`src/rtl/sa_pkg.sv`:
```
// rtl/sa_pkg.sv - shared types and sizing helpers for the systolic-array host transfer engine
package sa_pkg;

    typedef enum logic [2:0] {
        S_IDLE,
        S_LOAD_W,
        S_LOAD_I,
        S_START,
        S_WAIT_MM,
        S_DRAIN,
        S_FIN
    } xfer_state_e;

    function automatic integer clog2_1(input integer n);
        return $clog2(n + 1);
    endfunction

    function automatic integer bus_w(input integer row, input integer col, input integer width);
        return ((row > col) ? row : col) * width;
    endfunction

endpackage

```
`src/rtl/sa_skid_fifo.sv`:
```
// rtl/sa_skid_fifo.sv - small valid/ready FIFO that absorbs output-buffer read data under backpressure
module sa_skid_fifo #(
    parameter int WIDTH = 8,
    parameter int DEPTH = 2
) (
    input  logic                         clk_i,
    input  logic                         rst_i,
    input  logic                         in_valid_i,
    output logic                         in_ready_o,
    input  logic [WIDTH-1:0]             in_data_i,
    output logic                         out_valid_o,
    input  logic                         out_ready_i,
    output logic [WIDTH-1:0]             out_data_o,
    output logic [$clog2(DEPTH+1)-1:0]   count_o
);

    localparam int AW = (DEPTH > 1) ? $clog2(DEPTH) : 1;
    localparam int CW = $clog2(DEPTH + 1);

    logic [WIDTH-1:0] r_mem [DEPTH];
    logic [AW-1:0]    r_wr_ptr;
    logic [AW-1:0]    r_rd_ptr;
    logic [CW-1:0]    r_count;
    logic             w_push;
    logic             w_pop;

    assign in_ready_o  = (r_count != CW'(DEPTH));
    assign out_valid_o = (r_count != '0);
    assign out_data_o  = r_mem[r_rd_ptr];
    assign count_o     = r_count;
    assign w_push      = in_valid_i && in_ready_o;
    assign w_pop       = out_valid_o && out_ready_i;

    function automatic logic [AW-1:0] ptr_inc(input logic [AW-1:0] p);
        return (p == AW'(DEPTH - 1)) ? '0 : p + AW'(1);
    endfunction

    always_ff @(posedge clk_i or posedge rst_i) begin
        if (rst_i) begin
            r_wr_ptr <= '0;
            r_rd_ptr <= '0;
            r_count  <= '0;
            for (int k = 0; k < DEPTH; k++) begin
                r_mem[k] <= '0;
            end
        end else begin
            if (w_push) begin
                r_mem[r_wr_ptr] <= in_data_i;
                r_wr_ptr        <= ptr_inc(r_wr_ptr);
            end
            if (w_pop) begin
                r_rd_ptr <= ptr_inc(r_rd_ptr);
            end
            case ({w_push, w_pop})
                2'b10:   r_count <= r_count + CW'(1);
                2'b01:   r_count <= r_count - CW'(1);
                default: r_count <= r_count;
            endcase
        end
    end

endmodule

```
`src/rtl/sa_host_xfer.sv`:
```
// rtl/sa_host_xfer.sv - loads weight/input buffers from a beat stream, kicks the matmul, streams the output buffer back
module sa_host_xfer
    import sa_pkg::*;
#(
    parameter int WIDTH  = 8,
    parameter int ROW    = 3,
    parameter int COL    = 3,
    parameter int I_SIZE = 5,
    parameter int W_SIZE = 3,
    parameter int O_SIZE = 5
) (
    input  logic                               clk_i,
    input  logic                               rst_i,
    input  logic                               cmd_start_i,
    input  logic [clog2_1(W_SIZE)-1:0]         w_len_i,
    input  logic [clog2_1(I_SIZE)-1:0]         i_len_i,
    input  logic [clog2_1(O_SIZE)-1:0]         o_len_i,
    input  logic                               s_valid_i,
    output logic                               s_ready_o,
    input  logic [bus_w(ROW, COL, WIDTH)-1:0]  s_data_i,
    output logic                               m_valid_o,
    input  logic                               m_ready_i,
    output logic [COL*WIDTH-1:0]               m_data_o,
    output logic                               wb_mem_cenb_o,
    output logic                               wb_mem_wenb_o,
    output logic [$clog2(W_SIZE)-1:0]          wb_mem_addr_o,
    output logic [COL*WIDTH-1:0]               wb_mem_data_o,
    output logic                               ib_mem_cenb_o,
    output logic                               ib_mem_wenb_o,
    output logic [$clog2(I_SIZE)-1:0]          ib_mem_addr_o,
    output logic [ROW*WIDTH-1:0]               ib_mem_data_o,
    output logic                               ob_mem_cenb_o,
    output logic                               ob_mem_wenb_o,
    output logic [$clog2(O_SIZE)-1:0]          ob_mem_addr_o,
    input  logic [COL*WIDTH-1:0]               ob_mem_data_i,
    output logic                               mm_start_o,
    input  logic                               mm_done_i,
    output logic                               mem_own_o,
    output logic                               busy_o,
    output logic                               done_o
);

    localparam int WLW = clog2_1(W_SIZE);
    localparam int ILW = clog2_1(I_SIZE);
    localparam int OLW = clog2_1(O_SIZE);
    localparam int BW  = (WLW > ILW) ? WLW : ILW;
    localparam int WAW = $clog2(W_SIZE);
    localparam int IAW = $clog2(I_SIZE);
    localparam int OAW = $clog2(O_SIZE);
    localparam int OW  = COL * WIDTH;
    localparam int IW  = ROW * WIDTH;

    xfer_state_e      r_state;
    xfer_state_e      w_next;
    logic [WLW-1:0]   r_w_len;
    logic [ILW-1:0]   r_i_len;
    logic [OLW-1:0]   r_o_len;
    logic [BW-1:0]    r_beat;
    logic [OLW-1:0]   r_rd_cnt;
    logic [OLW-1:0]   r_out_cnt;
    logic             r_rd_valid;
    logic             r_done_q;
    logic [WLW-1:0]   w_w_len_c;
    logic [ILW-1:0]   w_i_len_c;
    logic [OLW-1:0]   w_o_len_c;
    logic [BW-1:0]    w_phase_len;
    logic             w_accept;
    logic             w_beat_last;
    logic             w_done_edge;
    logic             w_issue;
    logic             w_pop;
    logic             w_fifo_in_ready;
    logic [1:0]       w_fifo_cnt;
    logic [2:0]       w_slots;

    assign w_w_len_c = (w_len_i > WLW'(W_SIZE)) ? WLW'(W_SIZE) : w_len_i;
    assign w_i_len_c = (i_len_i > ILW'(I_SIZE)) ? ILW'(I_SIZE) : i_len_i;
    assign w_o_len_c = (o_len_i > OLW'(O_SIZE)) ? OLW'(O_SIZE) : o_len_i;

    // ready drops once the phase has all its beats so nothing extra is swallowed
    assign w_phase_len = (r_state == S_LOAD_W) ? BW'(r_w_len) : BW'(r_i_len);
    assign s_ready_o   = ((r_state == S_LOAD_W) || (r_state == S_LOAD_I)) && (r_beat < w_phase_len);
    assign w_accept    = s_valid_i && s_ready_o;
    assign w_beat_last = w_accept && ((r_beat + BW'(1)) == w_phase_len);
    assign w_done_edge = mm_done_i && !r_done_q;

    // a popped head frees its slot this cycle, which is what sustains one beat per cycle
    assign w_pop   = m_valid_o && m_ready_i;
    assign w_slots = 3'(w_fifo_cnt) + 3'(r_rd_valid);
    assign w_issue = (r_state == S_DRAIN) && (r_rd_cnt < r_o_len) &&
                     (w_slots < (3'd2 + 3'(w_pop))) && (w_fifo_in_ready || w_pop);

    assign ob_mem_cenb_o = !w_issue;
    assign ob_mem_wenb_o = 1'b1;
    assign ob_mem_addr_o = w_issue ? OAW'(r_rd_cnt) : '0;

    assign mm_start_o = (r_state == S_START);
    assign mem_own_o  = !((r_state == S_START) || (r_state == S_WAIT_MM));
    assign busy_o     = (r_state != S_IDLE);
    assign done_o     = (r_state == S_FIN);

    always_comb begin
        w_next = r_state;
        case (r_state)
            S_IDLE: begin
                if (cmd_start_i) begin
                    if (w_w_len_c != '0)      w_next = S_LOAD_W;
                    else if (w_i_len_c != '0) w_next = S_LOAD_I;
                    else                      w_next = S_START;
                end
            end
            S_LOAD_W:  if (w_beat_last) w_next = S_LOAD_I;
            // holds one extra cycle after the last beat so its write lands before ownership flips
            S_LOAD_I:  if (r_beat == BW'(r_i_len)) w_next = S_START;
            S_START:   w_next = S_WAIT_MM;
            S_WAIT_MM: if (w_done_edge) w_next = (r_o_len != '0) ? S_DRAIN : S_FIN;
            S_DRAIN:   if (w_pop && ((r_out_cnt + OLW'(1)) == r_o_len)) w_next = S_FIN;
            S_FIN:     w_next = S_IDLE;
            default:   w_next = S_IDLE;
        endcase
    end

    always_ff @(posedge clk_i or posedge rst_i) begin
        if (rst_i) begin
            r_state       <= S_IDLE;
            r_w_len       <= '0;
            r_i_len       <= '0;
            r_o_len       <= '0;
            r_beat        <= '0;
            r_rd_cnt      <= '0;
            r_out_cnt     <= '0;
            r_rd_valid    <= 1'b0;
            r_done_q      <= 1'b0;
            wb_mem_cenb_o <= 1'b1;
            wb_mem_wenb_o <= 1'b1;
            wb_mem_addr_o <= '0;
            wb_mem_data_o <= '0;
            ib_mem_cenb_o <= 1'b1;
            ib_mem_wenb_o <= 1'b1;
            ib_mem_addr_o <= '0;
            ib_mem_data_o <= '0;
        end else begin
            r_state       <= w_next;
            r_done_q      <= mm_done_i;
            r_rd_valid    <= w_issue;
            wb_mem_cenb_o <= 1'b1;
            wb_mem_wenb_o <= 1'b1;
            ib_mem_cenb_o <= 1'b1;
            ib_mem_wenb_o <= 1'b1;
            if ((r_state == S_IDLE) && cmd_start_i) begin
                r_w_len   <= w_w_len_c;
                r_i_len   <= w_i_len_c;
                r_o_len   <= w_o_len_c;
                r_beat    <= '0;
                r_rd_cnt  <= '0;
                r_out_cnt <= '0;
            end
            if (w_accept) begin
                if (r_state == S_LOAD_W) begin
                    wb_mem_cenb_o <= 1'b0;
                    wb_mem_wenb_o <= 1'b0;
                    wb_mem_addr_o <= WAW'(r_beat);
                    wb_mem_data_o <= s_data_i[OW-1:0];
                end else begin
                    ib_mem_cenb_o <= 1'b0;
                    ib_mem_wenb_o <= 1'b0;
                    ib_mem_addr_o <= IAW'(r_beat);
                    ib_mem_data_o <= s_data_i[IW-1:0];
                end
                r_beat <= (w_beat_last && (r_state == S_LOAD_W)) ? '0 : r_beat + BW'(1);
            end
            if (w_issue) begin
                r_rd_cnt <= r_rd_cnt + OLW'(1);
            end
            if (w_pop) begin
                r_out_cnt <= r_out_cnt + OLW'(1);
            end
        end
    end

    sa_skid_fifo #(
        .WIDTH (OW),
        .DEPTH (2)
    ) u_skid (
        .clk_i       (clk_i),
        .rst_i       (rst_i),
        .in_valid_i  (r_rd_valid),
        .in_ready_o  (w_fifo_in_ready),
        .in_data_i   (ob_mem_data_i),
        .out_valid_o (m_valid_o),
        .out_ready_i (m_ready_i),
        .out_data_o  (m_data_o),
        .count_o     (w_fifo_cnt)
    );

endmodule
```
`config.mk`:
```
export PLATFORM = sky130hd
export DESIGN_NAME = sa_host_xfer
export DESIGN_NICKNAME = d
export VERILOG_FILES = /design/src/rtl/sa_pkg.sv /design/src/rtl/sa_skid_fifo.sv /design/src/rtl/sa_host_xfer.sv
export SDC_FILE = /design/constraint.sdc
export NUM_CORES = 1
export LEC_CHECK = 0
export BUFFER_PORTS_ARGS = -buffer_cell sky130_fd_sc_hd__buf_4
export CAP_MARGIN = 40
export CORE_ASPECT_RATIO = 0.5
export CORE_MARGIN = 2
export CORE_UTILIZATION = 50
export DETAILED_ROUTE_END_ITERATION = 12
export GPL_TIMING_DRIVEN = 0
export PLACE_DENSITY = 0.76
export SYNTH_ARGS = -nofsm -noshare
export SYNTH_HDL_FRONTEND = slang
export SYNTH_SLANG_ARGS = --single-unit
```
`constraint.sdc`:
```
create_clock -name clk_i -period 4.95 [get_ports clk_i]
set_input_delay 0.7425 -clock clk_i [delete_from_list [all_inputs] [get_ports clk_i]]
set_output_delay 0.7425 -clock clk_i [all_outputs]
set_load 0.01 [all_outputs]
```
==> results of run 1 <==
-- layout make-up --
class / instances / area [µm²]
clock inverter: 9 / 108
buffer: 23 / 164
timing repair buffer: 153 / 1170
multi-input combinational: 260 / 2470
fill: 827 / 3400
tap: 159 / 199
clock buffer: 22 / 474
sequential: 129 / 3230
inverter: 8 / 35.0
-- cell usage in the layout (no fill, tap or decap), drive strengths merged, types with 3 or more instances in the layout --
master,count
mux2,128
clkinv,5
clkbuf,23
nor4,4
inv,8
nor2,9
xnor2,6
a21oi,8
nand4,3
buf,175
mux2i,6
nand3b,3
and2,3
or2,3
nand2b,6
nand2,22
or3,3
o21ai,8
dfrtp,127
nor2b,3
nand3,3
xor2,8
and3,4
ha,11
-- cell families after synthesis --
family,count (synthesis)
other cells,1
simple gates,73
fa+ha+maj,11
compound gates,27
mux,134
xor+xnor,14
flops,129
buf+inv,31
-- registers in the layout, summed over array words and instances, names as in the netlist, 2 cells and up --
name,count
r_rd_cnt,3
r_w_len,2
ib_mem_data_o,24
u_skid.r_mem,48
wb_mem_addr_o,2
r_out_cnt,3
r_i_len,3
wb_mem_data_o,24
ib_mem_addr_o,3
r_o_len,3
r_beat,3
u_skid.count_o,2
r_state,3
-- stage by stage --
step / utilization / hold slack [ps] / TNS (ps) / worst slack [ps] / area, µm²
5_1_grt: 0.698 / 400 / 0 / 1870 / 7850
6_report: 0.698 / 372 / 0 / 2010 / 7850
4_1_cts: 0.698 / 389 / 0 / 2000 / 7850
3_5_place_dp: 0.646 / 477 / 0 / 2350 / 7270
2_1_floorplan: - / 459 / 0 / 770 / 5900
3_3_place_gp: 0.643 / 468 / -103440 / -821 / 7240
-- critical path: stages (launching register included) --
cell and delay [ps]:
dfrtp_1 450, or3b_1 400, buf_2 170, mux2i_1 130, ha_1 280, nand3b_1 70, and3_1 150, buf_4 140
-- power by group --
| part | leakage [nW] | switching [mW] | total, mW | internal [mW] |
|---|---|---|---|---|
| logic | 1.97 | 0.993 | 2.30 | 1.31 |
| clock network | 0.282 | 0.452 | 1.23 | 0.777 |
| registers | 1.58 | 0.299 | 1.85 | 1.55 |
-- final timing paths --
path / endpoint / slack (ps) / startpoint / depth (start not counted)
worst max-delay path: s_ready_o / 2010 / r_state[2]$_DFFE_PP0P_ / 7
worst min-delay path: wb_mem_data_o[0]$_DFFE_PP0P_ / 370 / rst_i / 2
worst max register to register: ib_mem_data_o[4]$_DFFE_PP0P_ / 2310 / r_state[2]$_DFFE_PP0P_ / 10
worst min register to register: u_skid.r_mem[16]$_DFFE_PP0P_ / 490 / u_skid.r_mem[16]$_DFFE_PP0P_ / 1
max in group asynchronous: u_skid.count_o[1]$_DFFE_PP0P_ / 3840 / rst_i / 3
min in group clk_i: r_done_q$_DFF_PP0_ / 450 / mm_done_i / 1
-- per-layer routing --
metal / part of all wire / vias to the layer above / routed length [µm]
li1: - / 1828 / -
met1: 0.45 / 1927 / 5790
met2: 0.49 / 83 / 6200
met3: 0.039 / 23 / 503
met4: 0.021 / 0 / 271
met5: 0 / - / 0
==> impl_metrics.json, run 1 <==
{
  "gp_congestion": 0.771,
  "synth_cell_type_count": 56,
  "gr-max-usage-layer": "met2",
  "syn_area_per_cell_um2": 14.0,
  "power_mw": 5.38,
  "synth_top_family_by_area": "multiplexers",
  "h-tree-depth": 4,
  "drtIter0Drc": 99,
  "ant_nets": 0,
  "hold_violations": 0,
  "ys.flop_type": "dfrtp_1",
  "synthArstFlopShare": 1.00,
  "final_cells": 763,
  "finalCriticalPeriod_ps": 2940,
  "maxCapViolations": 0,
  "cts_hold_buf": 0,
  "synth_nets": 493,
  "synth_compound_area_frac": 0.0303,
  "yosysSeqAreaShare": 0.548,
  "start_util": 0.524,
  "synth_seq_cells": 129,
  "gr-usage-met3": 0.0528,
  "rows": 27,
  "clock_path_buffers": 2,
  "route.vias.total": 3861,
  "powerDensity_mw_per_mm2": 685,
  "p_leak_nw": 3.83,
  "setup_viol": 0,
  "fin_skew_ps": 9.89,
  "die_area_mm2": 0.0127,
  "cts_resized": 0,
  "syn2layout_area_growth_pct": 33.1,
  "yosysWarnings": 0,
  "numCtsBuffers": 17,
  "io_buffers": 152,
  "synthXorXnorAreaFrac": 0.0208,
  "io_pins": 154,
  "path_clk_slew_ps": 60,
  "drc_errors": 0,
  "coreArea_mm2": 0.0112,
  "endpoint_kind": "output pin",
  "fin_nets": 665,
  "yosys-top-cells-area": "dfrtp_1 (54%), mux2_2 (15%), mux2_1 (5.9%)",
  "rsz0062_at_grt": "no",
  "grt_pass1_vias": 3980,
  "synth_common_cells": "dfrtp_1 (127), mux2_2 (78), mux2_1 (31)",
  "worstSkewPairLatency_ps": 410,
  "synth-edff-count": 0,
  "syn_inst": 420,
  "synth_top_cell_area_share": 0.539,
  "fmax_mhz": 340,
  "hpwl_mm": 8.99,
  "crit_fanout": 6,
  "die_h_um": 80.8,
  "period_share": 0.595,
  "required_ps": 4210,
  "crit_type": "reg -> out",
  "gr-usage-met2": 0.360,
  "worst_pin_slew_ps": 584,
  "cts_tree": "done",
  "die_w_um": 158,
  "netlist_area_mm2": 0.00590,
  "crit_arrival_ps": 2200,
  "met1_usage": 0.278,
  "gr-total-overflow": 0,
  "grt_usage": 0.217,
  "grt_pass1_wl_mm": 20.8,
  "synthAdderAreaFrac": 0.0233,
  "clock_sinks": 129,
  "post_cts_buffers": 0,
  "synth_simple_gate_area_frac": 0.0774,
  "dr.pass1.iters": 4,
  "num_antenna_cells": 0,
  "peakVddDrop_v": 0.000347,
  "muxShareOfSynthArea": 0.267,
  "vias_per_cell": 5.06,
  "synth.most_common_cell": "dfrtp_1",
  "routedWlPerCell_um": 16.7,
  "slew_viol_final": 0,
  "layout-drive-gt1-share": 0.530,
  "hold_class": "in -> async",
  "status": "finished clean",
  "relSlewSlack": 0.611,
  "start_kind": "register",
  "yosysTopAreaCell": "dfrtp_1",
  "dp_cells": 732,
  "antenna_found_initial": 0,
  "wirelength_mm": 12.8,
  "grt_max_degree": 80,
  "root_buffer": "clkbuf_16"
}
Note: power is estimated with default switching activity, not from simulation.
==> inputs of run 2 (changes only) <==
- ABC_AREA: unset -> 1
- CORE_UTILIZATION: 50 -> 48
- clock period: 4.95 -> 2.6 ns (I/O delays scaled with it)
==> run 2 against run 1 <==
Largest power group unchanged. Critical path depth increased by 4. Core utilization decreased by 3.0 points. First-iteration DRC count increased to 3.5 times the previous value. Worst setup slack got worse by 1900 ps. Total power increased by 95%.
==> impl_metrics.json, run 2 <==
{
  "relSlewSlack": 0.543,
  "synth.most_common_cell": "nand2_1",
  "yosysSeqAreaShare": 0.544,
  "routedWlPerCell_um": 14.1,
  "final_util": 0.668,
  "peakVddDrop_v": 0.000604,
  "finalCriticalPeriod_ps": 2480,
  "grt_usage": 0.220,
  "required_ps": 2210,
  "synth_common_cells": "nand2_1 (219), dfrtp_1 (127), inv_1 (79)",
  "die_area_mm2": 0.0133,
  "fin_skew_ps": 13.9,
  "yosysWarnings": 0,
  "worst_pin_slew_ps": 684,
  "start_util": 0.497,
  "dr.pass1.iters": 4,
  "numCtsBuffers": 17,
  "clock_path_buffers": 2,
  "grt_pass1_vias": 4663,
  "final_cells": 1017,
  "layout-drive-gt1-share": 0.311,
  "route.vias.total": 4985,
  "rsz0062_at_grt": "no",
  "crit_arrival_ps": 2090,
  "hold_violations": 0,
  "layout_commonest_cell": "nand2_1",
  "ant_nets": 0,
  "gr-max-usage-layer": "met2",
  "fmax_mhz": 403,
  "antenna_found_initial": 0,
  "worstSkewPairLatency_ps": 420,
  "top_register": "u_skid.r_mem",
  "root_buffer": "clkbuf_16",
  "post_cts_buffers": 0,
  "netlist_area_mm2": 0.00594,
  "setup_viol": 0,
  "die_w_um": 161,
  "wirelength_mm": 14.4,
  "cts_tree": "done",
  "crit_start": "r_state[2]$_DFFE_PP0P_",
  "io_buffers": 152,
  "slew_viol_final": 0,
  "hpwl_mm": 10.3,
  "coreArea_mm2": 0.0119,
  "ys.flop_type": "dfrtp_1",
  "period_share": 0.954,
  "syn_area_per_cell_um2": 8.93,
  "drtIter0Drc": 343,
  "final_cell_mix": "nand2_1 (219), buf_4 (155), dfrtp_1 (127)",
  "hold_class": "in -> async",
  "gr-usage-met3": 0.0524,
  "largest_reg_flops": 48,
  "crit_fanout": 7,
  "synth-edff-count": 0,
  "path_clk_slew_ps": 60,
  "setup_tns_ps": 0,
  "cts_resized": 0,
  "vias_per_cell": 4.90,
  "synth_seq_cells": 129,
  "yosys-top-cells-area": "dfrtp_1 (54%), nand2_1 (14%), o21ai_2 (5.3%)",
  "p_leak_nw": 4.33,
  "dp_cells": 985,
  "grt_pass1_wl_mm": 22.8,
  "fin_nets": 912,
  "synth_top_cell_area_share": 0.535,
  "syn_inst": 665,
  "start_kind": "register",
  "io_pins": 154,
  "gr-total-overflow": 0,
  "yosysTopAreaCell": "dfrtp_1",
  "crit_type": "reg -> out",
  "power_mw": 10.5,
  "drc_errors": 0,
  "powerDensity_mw_per_mm2": 1320,
  "status": "finished clean",
  "die_h_um": 82.6,
  "syn2layout_area_growth_pct": 34.4,
  "maxCapViolations": 0,
  "rows": 28,
  "gr-usage-met2": 0.373,
  "num_antenna_cells": 0,
  "synth_nets": 738,
  "top_regs": "u_skid.r_mem (48), ib_mem_data_o (24), wb_mem_data_o (24)",
  "timing.rr.start": "r_state[2]$_DFFE_PP0P_",
  "synth_cell_type_count": 35,
  "hold_ws_ps": 74.7,
  "met1_usage": 0.288,
  "grt_max_degree": 40,
  "clock_sinks": 129,
  "endpoint_kind": "output pin",
  "synthArstFlopShare": 1.00,
  "gp_congestion": 0.808,
  "h-tree-depth": 4,
  "cts_hold_buf": 0
}
-- run 2: changes by cell type in the layout (fill, tap and decap cells not counted), moves of 31 or more --
cell,previous run,this run
o21ai_2,2,36
mux2_2,78,0
inv_1,6,77
nand2_1,19,219
mux2_1,31,0
o21ai_0,3,58
-- run 2: power by group --
| part | total, mW | leakage (nW) | switching [mW] | internal, mW |
|---|---|---|---|---|
| registers | 3.44 | 1.51 | 0.553 | 2.89 |
| logic | 4.55 | 2.51 | 2.50 | 2.05 |
| clock network | 2.51 | 0.301 | 0.933 | 1.58 |
-- run 2: worst paths after layout --
kind / to / cells past startpoint / slack, ps
setup / recovery: s_ready_o / 11 / 120
hold / removal: r_i_len[1]$_DFFE_PP0P_ / 2 / 70
setup reg to reg: wb_mem_data_o[2]$_DFFE_PP0P_ / 14 / 370
hold reg to reg: r_w_len[0]$_DFFE_PP0P_ / 2 / 480
max in group asynchronous: u_skid.r_mem[15]$_DFFE_PP0P_ / 4 / 1700
min in group clk_i: r_done_q$_DFF_PP0_ / 1 / 100
-- run 2: kinds of logic (layout without fill, tap and decap cells) --
family	count (synthesis)	in the layout	synth area share
DFF	129	129	0.544
and+or+nand+nor	270	270	0.193
adders and majority gates	11	11	0.0232
other	1	1	0.000632
buffers and inverters	114	301	0.0906
AOI/OAI and AO/OA	130	130	0.134
xor gates and xnor gates	10	10	0.0148
-- run 2: metrics by stage --
stage                     area (µm²)  worst slack [ps]
after floorplan                 5940               560
after global placement          7290              -203
after detailed placement        7350               294
after CTS                       7980              23.8
after global routing            7980              21.8
final                           7980               119
-- run 2: layout make-up --
class | instances | area, µm²
flip-flops and latches | 129 | 3230
fillers | 991 | 3970
inverters | 85 | 325
well taps | 165 | 206
repair buffers | 155 | 1200
plain buffers | 29 | 216
multi-input cells | 422 | 2170
clock buffers | 19 | 453
clock inverters | 13 | 175
-- run 2: per-layer routing --
metal	up-vias	part of all wire
li1	2450	-
met1	2376	0.46
met2	143	0.48
met3	16	0.052
met4	0	0.012
met5	-	0
-- run 2: worst max-delay path: stages, from the launching register on --
cell     delay [ps]
dfrtp_1         430
inv_2           150
nand3_4         150
nand2_1         120
nand2_1          70
ha_1            270
nand2_1          60
nor2_1           40
nor2_2          160
nand2_1          60
inv_1            50
buf_4           100
==> inputs of run 3 (changes only) <==
- CTS_CLUSTER_SIZE: unset -> 20
- PLACE_DENSITY: 0.76 -> unset
- PLACE_DENSITY_LB_ADDON: unset -> 0.3
==> run 3 against run 2 <==
Fmax up 0.14%. Critical path type unchanged. Sequential power about the same. Highest routed layer unchanged. Critical path depth unchanged. Largest cell class unchanged. First-iteration DRC count up 22%. Final cell count up 0.49%. Largest power group unchanged. Clock skew is essentially flat.
==> impl_metrics.json, run 3 (synthesis gave the netlist of run 2 again) <==
{
  "required_ps": 2210,
  "clock_sinks": 129,
  "largest_reg_flops": 48,
  "fmax_mhz": 404,
  "grt_max_degree": 37,
  "syn2layout_area_growth_pct": 35.5,
  "die_area_mm2": 0.0133,
  "p_int_mw": 6.59,
  "worstSkewPairLatency_ps": 400,
  "root_buffer": "clkbuf_16",
  "relSlewSlack": 0.604,
  "num_antenna_cells": 0,
  "coreArea_mm2": 0.0119,
  "drc_errors": 0,
  "period_share": 0.953,
  "route.vias.total": 4976,
  "clkPwrFrac": 0.239,
  "crit_type": "reg -> out",
  "clock_path_buffers": 2,
  "placed_area_mm2": 0.00738,
  "routedWlPerCell_um": 14.1,
  "gp_congestion": 0.826,
  "p_switching_mw": 3.98,
  "reg2reg_setup_slack_ps": 380,
  "p_comb_frac": 0.436,
  "die_w_um": 161,
  "io_pins": 154,
  "hold_violations": 0,
  "antenna_found_initial": 0,
  "hpwl_mm": 10.5,
  "start_kind": "register",
  "final_area_mm2": 0.00805,
  "cts_tree": "done",
  "crit_fanout": 7,
  "wirelength_mm": 14.4,
  "fin_ws_ps": 122,
  "final_cell_mix": "nand2_1 (219), buf_4 (159), dfrtp_1 (127)",
  "gr-usage-met3": 0.0385,
  "switching_share": 0.376,
  "fin_nets": 917,
  "gr-total-overflow": 0,
  "fill_cells": 960,
  "layout-drive-gt1-share": 0.314,
  "top_register": "u_skid.r_mem",
  "grt_usage": 0.222,
  "numCtsBuffers": 17,
  "grt_pass1_vias": 4830,
  "post-place-ws_ps": 303,
  "cts_hold_buf": 0,
  "r2r-end": "wb_mem_data_o[1]$_DFFE_PP0P_",
  "setup_viol": 0,
  "status": "finished clean",
  "seq_area_mm2": 0.00323,
  "ant_nets": 0,
  "vias_per_cell": 4.87,
  "h-tree-depth": 4,
  "rows": 28,
  "fin_skew_ps": 13.4,
  "io_buffers": 152,
  "layout_commonest_cell": "nand2_1",
  "grt_pass1_wl_mm": 23.3,
  "r2r_cells": 14,
  "drtIter0Drc": 420,
  "crit_arrival_ps": 2090,
  "seqPwrFrac": 0.325,
  "peakVddDrop_v": 0.000593,
  "hold_class": "in -> async",
  "gr-usage-met2": 0.390,
  "worst_pin_slew_ps": 593,
  "gr-max-usage-layer": "met2",
  "top_regs": "u_skid.r_mem (48), ib_mem_data_o (24), wb_mem_data_o (24)",
  "finalCriticalPeriod_ps": 2480,
  "maxCapViolations": 0,
  "powerDensity_mw_per_mm2": 1310,
  "timing.rr.start": "r_state[2]$_DFFE_PP0P_",
  "die_h_um": 82.6,
  "dr.pass1.iters": 5,
  "start_util": 0.497,
  "slew_viol_final": 0,
  "met1_usage": 0.292,
  "multi_input_area_mm2": 0.00217,
  "p_leak_nw": 4.35,
  "endpoint_kind": "output pin",
  "path_clk_slew_ps": 60
}
-- run 3: cell count changes in the layout (fill, tap and decap cells not counted), moves of 2 or more --
| cell | change |
|---|---|
| buf_4 | +4 |
| clkbuf_8 | -2 |
| clkinv_4 | +2 |
| inv_6 | -2 |
-- run 3: routing by layer --
| layer | part of all wire | vias to the layer above |
|---|---|---|
| li1 | - | 2457 |
| met1 | 0.46 | 2356 |
| met2 | 0.48 | 153 |
| met3 | 0.047 | 10 |
| met4 | 0.0069 | 0 |
| met5 | 0 | - |
-- run 3: what timing repair did --
item	4_1_cts	5_1_grt
buffers inserted	0	4
endpoints found under the setup margin	0	1
gates resized for setup	0	3
-- run 3: final cells by class --
cell class | count | area share
Buffer | 29 | 0.0269
Clock buffer | 18 | 0.0533
Clock inverter | 14 | 0.0255
Inverter | 85 | 0.0409
Multi-Input combinational cell | 422 | 0.270
Sequential cell | 129 | 0.401
Tap cell | 165 | 0.0257
Timing Repair Buffer | 160 | 0.156
-- run 3: power by group through the flow --
stage	registers (mW)	clock network, mW	logic [mW]
final	3.44	2.53	4.60
after global routing	3.54	2.66	5.12
after CTS	3.44	2.56	4.59
after detailed placement	3.46	0	4.55
after global placement	3.42	0	4.43
after floorplan	3.54	0	2.58
-- run 3: worst max-delay path by stage --
stage | start | to | slack (ps) | depth (start not counted)
3_3_place_gp | rst_i | u_skid.r_mem[28]$_DFFE_PP0P_ | -240 | 2
5_1_grt | r_state[1]$_DFFE_PP0P_ | s_ready_o | -30 | 11
6_report | r_state[2]$_DFFE_PP0P_ | s_ready_o | 120 | 11
4_1_cts | r_state[2]$_DFFE_PP0P_ | s_ready_o | 50 | 11
3_5_place_dp | r_state[2]$_DFFE_PP0P_ | wb_mem_data_o[10]$_DFFE_PP0P_ | 300 | 14
2_1_floorplan | r_state[2]$_DFFE_PP0P_ | wb_mem_data_o[1]$_DFFE_PP0P_ | 560 | 14
-- run 3: stage by stage --
stage	std cells	util	hold WS (ps)	setup TNS, ps	total power [mW]
floorplan	665	-	421	0	6.12
global placement	982	0.610	463	-29410	7.85
detailed placement	986	0.617	465	0	8.01
CTS	1018	0.671	71.8	0	10.6
global route	1022	0.674	101	-34.9	11.3
finish	1022	0.674	69.6	0	10.6
-- run 3: worst max-delay path, cell delays in order (launching register included) --
cell and delay [ps]:
dfrtp_1 420, inv_2 140, nand3_4 140, nand2_1 130, nand2_1 60, ha_1 270, nand2_1 70, nor2_1 50
nor2_2 180, nand2_1 70, inv_1 50, buf_4 110
